**src/rtl/serial_demux_collector_pkg.sv**
```systemverilog
// Shared types and defaults for the serial 1:N demultiplexing collector.
package demux_pkg;

    localparam int LANES_DEF = 4;

    typedef enum logic {
        IDLE = 1'b0,
        FILL = 1'b1
    } demux_state_e;

endpackage

```
**src/rtl/serial_demux_collector_if.sv**
```systemverilog
// Stream-side and word-side signals of the collector bundled as one interface.
interface serial_demux_collector_if
    import demux_pkg::*;
#(
    parameter int LANES = LANES_DEF
);
    localparam int SEL_W = $clog2(LANES);

    logic             sync;
    logic             din;
    logic             din_valid;
    logic [LANES-1:0] dout;
    logic             dout_valid;
    logic             dout_ready;
    logic [SEL_W-1:0] lane_sel;
    logic             overrun;

    modport master (
        output sync, din, din_valid, dout_ready,
        input  dout, dout_valid, lane_sel, overrun
    );

    modport slave (
        input  sync, din, din_valid, dout_ready,
        output dout, dout_valid, lane_sel, overrun
    );
endinterface

```
**src/rtl/serial_demux_collector_lane_counter.sv**
```systemverilog
// Lane select counter: clear (optionally straight to 1), increment, terminal count.
module lane_counter #(
    parameter int LANES = 4,
    parameter int SEL_W = $clog2(LANES)
) (
    input  logic             clk,
    input  logic             rst,
    input  logic             clr,
    input  logic             inc,
    output logic [SEL_W-1:0] count,
    output logic             tc
);
    localparam logic [SEL_W-1:0] ZERO = SEL_W'(0);
    localparam logic [SEL_W-1:0] ONE  = SEL_W'(1);
    localparam logic [SEL_W-1:0] LAST = SEL_W'(LANES - 1);

    logic [SEL_W-1:0] count_r;

    // Clear with a coincident increment lands on 1 so the first bit of a frame is counted.
    always_ff @(posedge clk) begin
        if (rst) begin
            count_r <= ZERO;
        end else if (clr) begin
            count_r <= inc ? ONE : ZERO;
        end else if (inc) begin
            count_r <= count_r + ONE;
        end else begin
            count_r <= count_r;
        end
    end

    assign count = count_r;
    assign tc    = (count_r == LAST);
endmodule

```
**src/rtl/serial_demux_collector.sv**
```systemverilog
// Steers a serial bit stream into LANES lanes and presents each full word on a
// registered valid/ready output with a sticky overrun flag.
module serial_demux_collector
    import demux_pkg::*;
#(
    parameter int LANES = LANES_DEF
) (
    input logic                     clk,
    input logic                     rst,
    serial_demux_collector_if.slave bus
);
    localparam int SEL_W = $clog2(LANES);

    demux_state_e     state_r;
    demux_state_e     state_s;
    logic [LANES-1:0] shadow_r;
    logic [LANES-1:0] shadow_s;
    logic [LANES-1:0] word_s;
    logic [LANES-1:0] dout_r;
    logic             dout_valid_r;
    logic             overrun_r;
    logic [SEL_W-1:0] lane_sel_s;
    logic             tc_s;
    logic             inc_s;
    logic             complete_s;

    lane_counter #(.LANES(LANES), .SEL_W(SEL_W)) u_lane_counter (
        .clk   (clk),
        .rst   (rst),
        .clr   (bus.sync),
        .inc   (inc_s),
        .count (lane_sel_s),
        .tc    (tc_s)
    );

    // Frame state register.
    always_ff @(posedge clk) begin
        if (rst) begin
            state_r <= IDLE;
        end else begin
            state_r <= state_s;
        end
    end

    // Next state, lane advance, shadow update and word-complete detection.
    always_comb begin
        state_s    = state_r;
        shadow_s   = shadow_r;
        inc_s      = bus.din_valid && (bus.sync || (state_r == FILL));
        complete_s = bus.din_valid && !bus.sync && (state_r == FILL) && tc_s;
        word_s     = shadow_r;
        word_s[LANES-1] = bus.din;
        case (state_r)
            IDLE:    state_s = bus.sync ? FILL : IDLE;
            FILL:    state_s = FILL;
            default: state_s = IDLE;
        endcase
        if (bus.sync) begin
            shadow_s    = {LANES{1'b0}};
            shadow_s[0] = bus.din_valid & bus.din;
        end else if ((state_r == FILL) && bus.din_valid) begin
            shadow_s[lane_sel_s] = bus.din;
        end else begin
            shadow_s = shadow_r;
        end
    end

    // Shadow word holding the partial frame.
    always_ff @(posedge clk) begin
        if (rst) begin
            shadow_r <= {LANES{1'b0}};
        end else begin
            shadow_r <= shadow_s;
        end
    end

    // Output word handshake; a full word arriving while the old one is stuck is dropped.
    always_ff @(posedge clk) begin
        if (rst) begin
            dout_r       <= {LANES{1'b0}};
            dout_valid_r <= 1'b0;
            overrun_r    <= 1'b0;
        end else if (complete_s && (!dout_valid_r || bus.dout_ready)) begin
            dout_r       <= word_s;
            dout_valid_r <= 1'b1;
        end else if (complete_s) begin
            overrun_r    <= 1'b1;
        end else if (dout_valid_r && bus.dout_ready) begin
            dout_valid_r <= 1'b0;
        end else begin
            dout_valid_r <= dout_valid_r;
        end
    end

    assign bus.dout       = dout_r;
    assign bus.dout_valid = dout_valid_r;
    assign bus.overrun    = overrun_r;
    assign bus.lane_sel   = lane_sel_s;
endmodule

```
**src/flat_wrapper.sv**
```systemverilog
// flat-port wrapper written by rule: the top's interface ports become plain ports
module serial_demux_collector_flat import demux_pkg::*;
#(
    parameter int LANES = LANES_DEF
)
  (clk, rst, bus_sync, bus_din, bus_din_valid, bus_dout_ready, bus_dout, bus_dout_valid, bus_lane_sel, bus_overrun);
  serial_demux_collector_if #(.LANES(LANES)) bus_i ();
  input logic clk;
  input logic rst;
  input wire logic [$bits(bus_i.sync)-1:0] bus_sync;
  input wire logic [$bits(bus_i.din)-1:0] bus_din;
  input wire logic [$bits(bus_i.din_valid)-1:0] bus_din_valid;
  input wire logic [$bits(bus_i.dout_ready)-1:0] bus_dout_ready;
  output wire logic [$bits(bus_i.dout)-1:0] bus_dout;
  output wire logic [$bits(bus_i.dout_valid)-1:0] bus_dout_valid;
  output wire logic [$bits(bus_i.lane_sel)-1:0] bus_lane_sel;
  output wire logic [$bits(bus_i.overrun)-1:0] bus_overrun;
  assign bus_i.sync = bus_sync;
  assign bus_i.din = bus_din;
  assign bus_i.din_valid = bus_din_valid;
  assign bus_i.dout_ready = bus_dout_ready;
  assign bus_dout = bus_i.dout;
  assign bus_dout_valid = bus_i.dout_valid;
  assign bus_lane_sel = bus_i.lane_sel;
  assign bus_overrun = bus_i.overrun;
  serial_demux_collector #(.LANES(LANES)) u_core (.clk(clk), .rst(rst), .bus(bus_i));
endmodule
```
**config.mk**
```make
export PLATFORM = sky130hd
export DESIGN_NAME = serial_demux_collector_flat
export DESIGN_NICKNAME = d
export VERILOG_FILES = /design/src/rtl/serial_demux_collector_pkg.sv /design/src/rtl/serial_demux_collector_if.sv /design/src/rtl/serial_demux_collector_lane_counter.sv /design/src/rtl/serial_demux_collector.sv /design/src/flat_wrapper.sv
export SDC_FILE = /design/constraint.sdc
export NUM_CORES = 1
export LEC_CHECK = 0
export CAP_MARGIN = 20
export CELL_PAD_IN_SITES_DETAIL_PLACEMENT = 1
export CELL_PAD_IN_SITES_GLOBAL_PLACEMENT = 2
export CORE_MARGIN = 2
export CORE_UTILIZATION = 28
export CTS_CLUSTER_DIAMETER = 40
export CTS_CLUSTER_SIZE = 40
export DETAILED_ROUTE_END_ITERATION = 10
export PLACE_DENSITY = 0.75
export SLEW_MARGIN = 5
export SYNTH_ARGS = -nofsm -noshare
export SYNTH_HDL_FRONTEND = slang
export SYNTH_HIERARCHICAL = 1
export SYNTH_SLANG_ARGS = --single-unit
```
**constraint.sdc**
```tcl
create_clock -name clk -period 3.5 [get_ports clk]
set_clock_uncertainty 0.15 [all_clocks]
set_input_delay 0.7 -clock clk [delete_from_list [all_inputs] [get_ports clk]]
set_output_delay 0.7 -clock clk [all_outputs]
set_load 0.02 [all_outputs]
```
==> metrics.md <==
| Metric | Value |
|---|---|
| # diodes | `0` |
| Simple-gate portion of the synthesized area | `0.267` |
| Post-CTS Hold Fix Bufs | `0` |
| Post-synth top area share | `0.469` |
| Yosys warns | `6` |
| Crit path kind | `reg -> out` |
| Buffers on Ports | `13` |
| Row count | `15` |
| Reg2Reg Setup Slack | `2.05 ns` |
| Mapped Cells | `54` |
| Yosys top cell by area | `dfxtp_1` |
| Clock Sinks | `12` |
| #FFs+latches synth | `12` |
| Outcome | `completed` |
| Compound-Gate Fraction of Synth Area | `0.137` |
| Rel. slew slack | `0.692` |
| Buf+Inv Stages, Crit Path | `1` |
| WP data arrival | `1.35 ns` |
| Clock transition at path regs | `0.07 ns` |
| Die W | `46.8 µm` |
| Vias in the first global route | `423` |
| Total Routing Usage GR | `0.131` |
| Postcts setup bufs | `0` |
| RSZ-0062 raised after global routing | `no` |
| First-pass GRT wire length | `1950 µm` |
| Dpl hpwl | `845 µm` |
| Area contributors post-synth | `dfxtp_1, a21oi_1, mux2i_1` |
| Max Fclk | `454 MHz` |
| Drt wl/cell | `12.6 µm` |
| Netlist Area Pre-Place | `512 µm²` |
| Tmin final | `2.20 ns` |
| Initial DRC count | `8` |
| Sequential area share after synthesis | `0.469` |
| CP max stage delay | `0.65 ns` |
| Number of nets in the layout | `78` |
| DRC | `0` |
| Initial Utilization | `0.296` |
| Hold Slack | `0.325 ns` |
| Critical Path Start Type | `register` |
| Initial antenna violation count | `0` |
| Largest family of logic cells by synthesized area | `simple AND/OR/NAND/NOR gates` |
| Post-layout util | `0.401` |
| Number of H-tree levels | `1` |
| Area growth syn-to-layout | `35.2%` |
| Most frequent cells in the layout | `clkdlybuf4s50_1, dfxtp_1, a21oi_1` |
| Layout cell share with drive strength beyond 1 | `0.0870` |
| # IOs | `14` |
| Critical Path, Cell by Cell | `clkdlybuf4s50_1` |
| Routability Congestion | `0.661` |
| Core area | `1730 µm²` |
| Final setup violation count | `0` |
| Final period util | `0.629` |
| Synth unique cells | `18` |
| Crit path capture type | `output pin` |
| Syn nets | `61` |
| Total grt overflow | `0` |
| VDD IR max | `0.240 mV` |
| Max cap viols | `0` |
| Detail Route Antenna Nets | `0` |
| Clock root cell | `clkbuf_4` |
| Clock insertion delay at the later pin of the skew report | `0.27 ns` |
| Die area | `2190 µm²` |
| Total number of vias | `454` |
| Synth Area in XOR/XNOR | `0` |
| Max-slew violation count | `0` |
| CTS tree | `yes` |
| Leakage power | `0.252 nW` |
| Slowest CP cell | `clkdlybuf4s50_1` |
| Mux share of post-synthesis cell area | `0.0880` |
| Min-Delay Path Class | `reg -> reg` |
| Largest net degree at the start of global routing | `14` |
| CP top delay family | `buffers and inverters` |
| Crit Path Max Fanout | `6` |
| Clock buffers created by TritonCTS | `3` |
| Syn Area/Cell | `9.48 µm²` |
| DRT Pass-1 Iters | `4` |
| Final wirelength | `1190 µm` |
| Vias per cell | `4.83` |
| Post-synthesis adder-cell area fraction | `0.0244` |
| Commonest non-fill, non-tap cell in the layout | `clkdlybuf4s50_1` |
| Max clock buf depth | `2` |
| P per Cell Area | `360 nW/µm²` |
| Worst slew pin tran | `0.460 ns` |
| Die height | `46.8 µm` |
| PostCTS Resize Cnt | `0` |
| Hold Vio Cnt, Final | `0` |
| Post-Route Setup TNS | `0 ns` |
| Worst path required time | `2.65 ns` |
## cell usage after synthesis
| cell type | instances |
|---|---|
| mux2_4 | 1 |
| and4b_2 | 1 |
| nand4b_1 | 3 |
| nor3_1 | 3 |
| nor3b_1 | 1 |
| nor2_1 | 5 |
| nand2b_1 | 1 |
| a21oi_1 | 7 |
| clkbuf_1 | 1 |
| o21a_1 | 2 |
| dfxtp_1 | 12 |
| o21ai_0 | 4 |
| ha_1 | 1 |
| mux2i_1 | 3 |
| nand3_1 | 4 |
| and4bb_2 | 1 |
| inv_1 | 1 |
| nor2b_1 | 3 |
## cell families after synthesis
family	after synthesis
multiplexers	4
AO/OA/AOI/OAI	13
flip-flops	12
buffers and inverters	2
adder cells (fa/ha/maj)	1
AND/OR/NAND/NOR	22
## layer usage
| layer | vias up | routed length [µm] | GRT usage |
|---|---|---|---|
| met5 | - | 0 | 0 |
| li1 | 230 | - | - |
| met4 | 0 | 0 | 0.0333 |
| met3 | 0 | 57 | 0.0692 |
| met1 | 215 | 624 | 0.187 |
| met2 | 9 | 507 | 0.172 |
## metrics by stage
step           area, µm²  instances  power [W]  setup WS (ns)
6_report             692         94   0.000249           1.30
5_1_grt              692         94   0.000263           1.27
4_1_cts              692         94   0.000253           1.29
3_5_place_dp         669         91   0.000170           1.21
3_3_place_gp         669         91   0.000170           1.24
2_1_floorplan        512         54   0.000157           1.98
## power by group
| part | switching, W | total, W | internal [W] |
|---|---|---|---|
| Sequential | 0.00000327 | 0.000142 | 0.000139 |
| Clock | 0.0000425 | 0.0000823 | 0.0000398 |
| Combinational | 0.0000111 | 0.0000243 | 0.0000132 |
## sequential cells by signal, summed over array words and instances, names as in the netlist
signal,count
u_core/bus.dout,4
u_core/shadow_r,3
u_core/u_lane_counter/count,2
u_core/bus.dout_valid,1
u_core/bus.overrun,1
u_core/state_r,1
## final cells by class
type / count / area, µm²
inverters: 1 / 3.75
multi-input cells: 40 / 264
well taps: 25 / 31.3
repair buffers: 13 / 130
flip-flops and latches: 12 / 240
fillers: 207 / 1030
clock buffers: 3 / 22.5
## final timing paths
| kind | start | to | depth (start not counted) |
|---|---|---|---|
| worst max-delay path | u_core/u_lane_counter/count[0] | bus_lane_sel[0] | 1 |
| worst min-delay path | u_core/shadow_r[2] | u_core/bus.dout[2] | 2 |
| worst max register to register | u_core/u_lane_counter/count[0] | u_core/bus.dout[0] | 4 |
| worst min register to register | u_core/shadow_r[2] | u_core/bus.dout[2] | 2 |
## worst reg2reg max path, stage by stage, from the launching register on
cell      delay [ns]
dfxtp_1         0.43
ha_1            0.20
nand4b_1        0.21
o21ai_0         0.24
a21oi_1         0.09
Power figures use the tool's default switching activity.
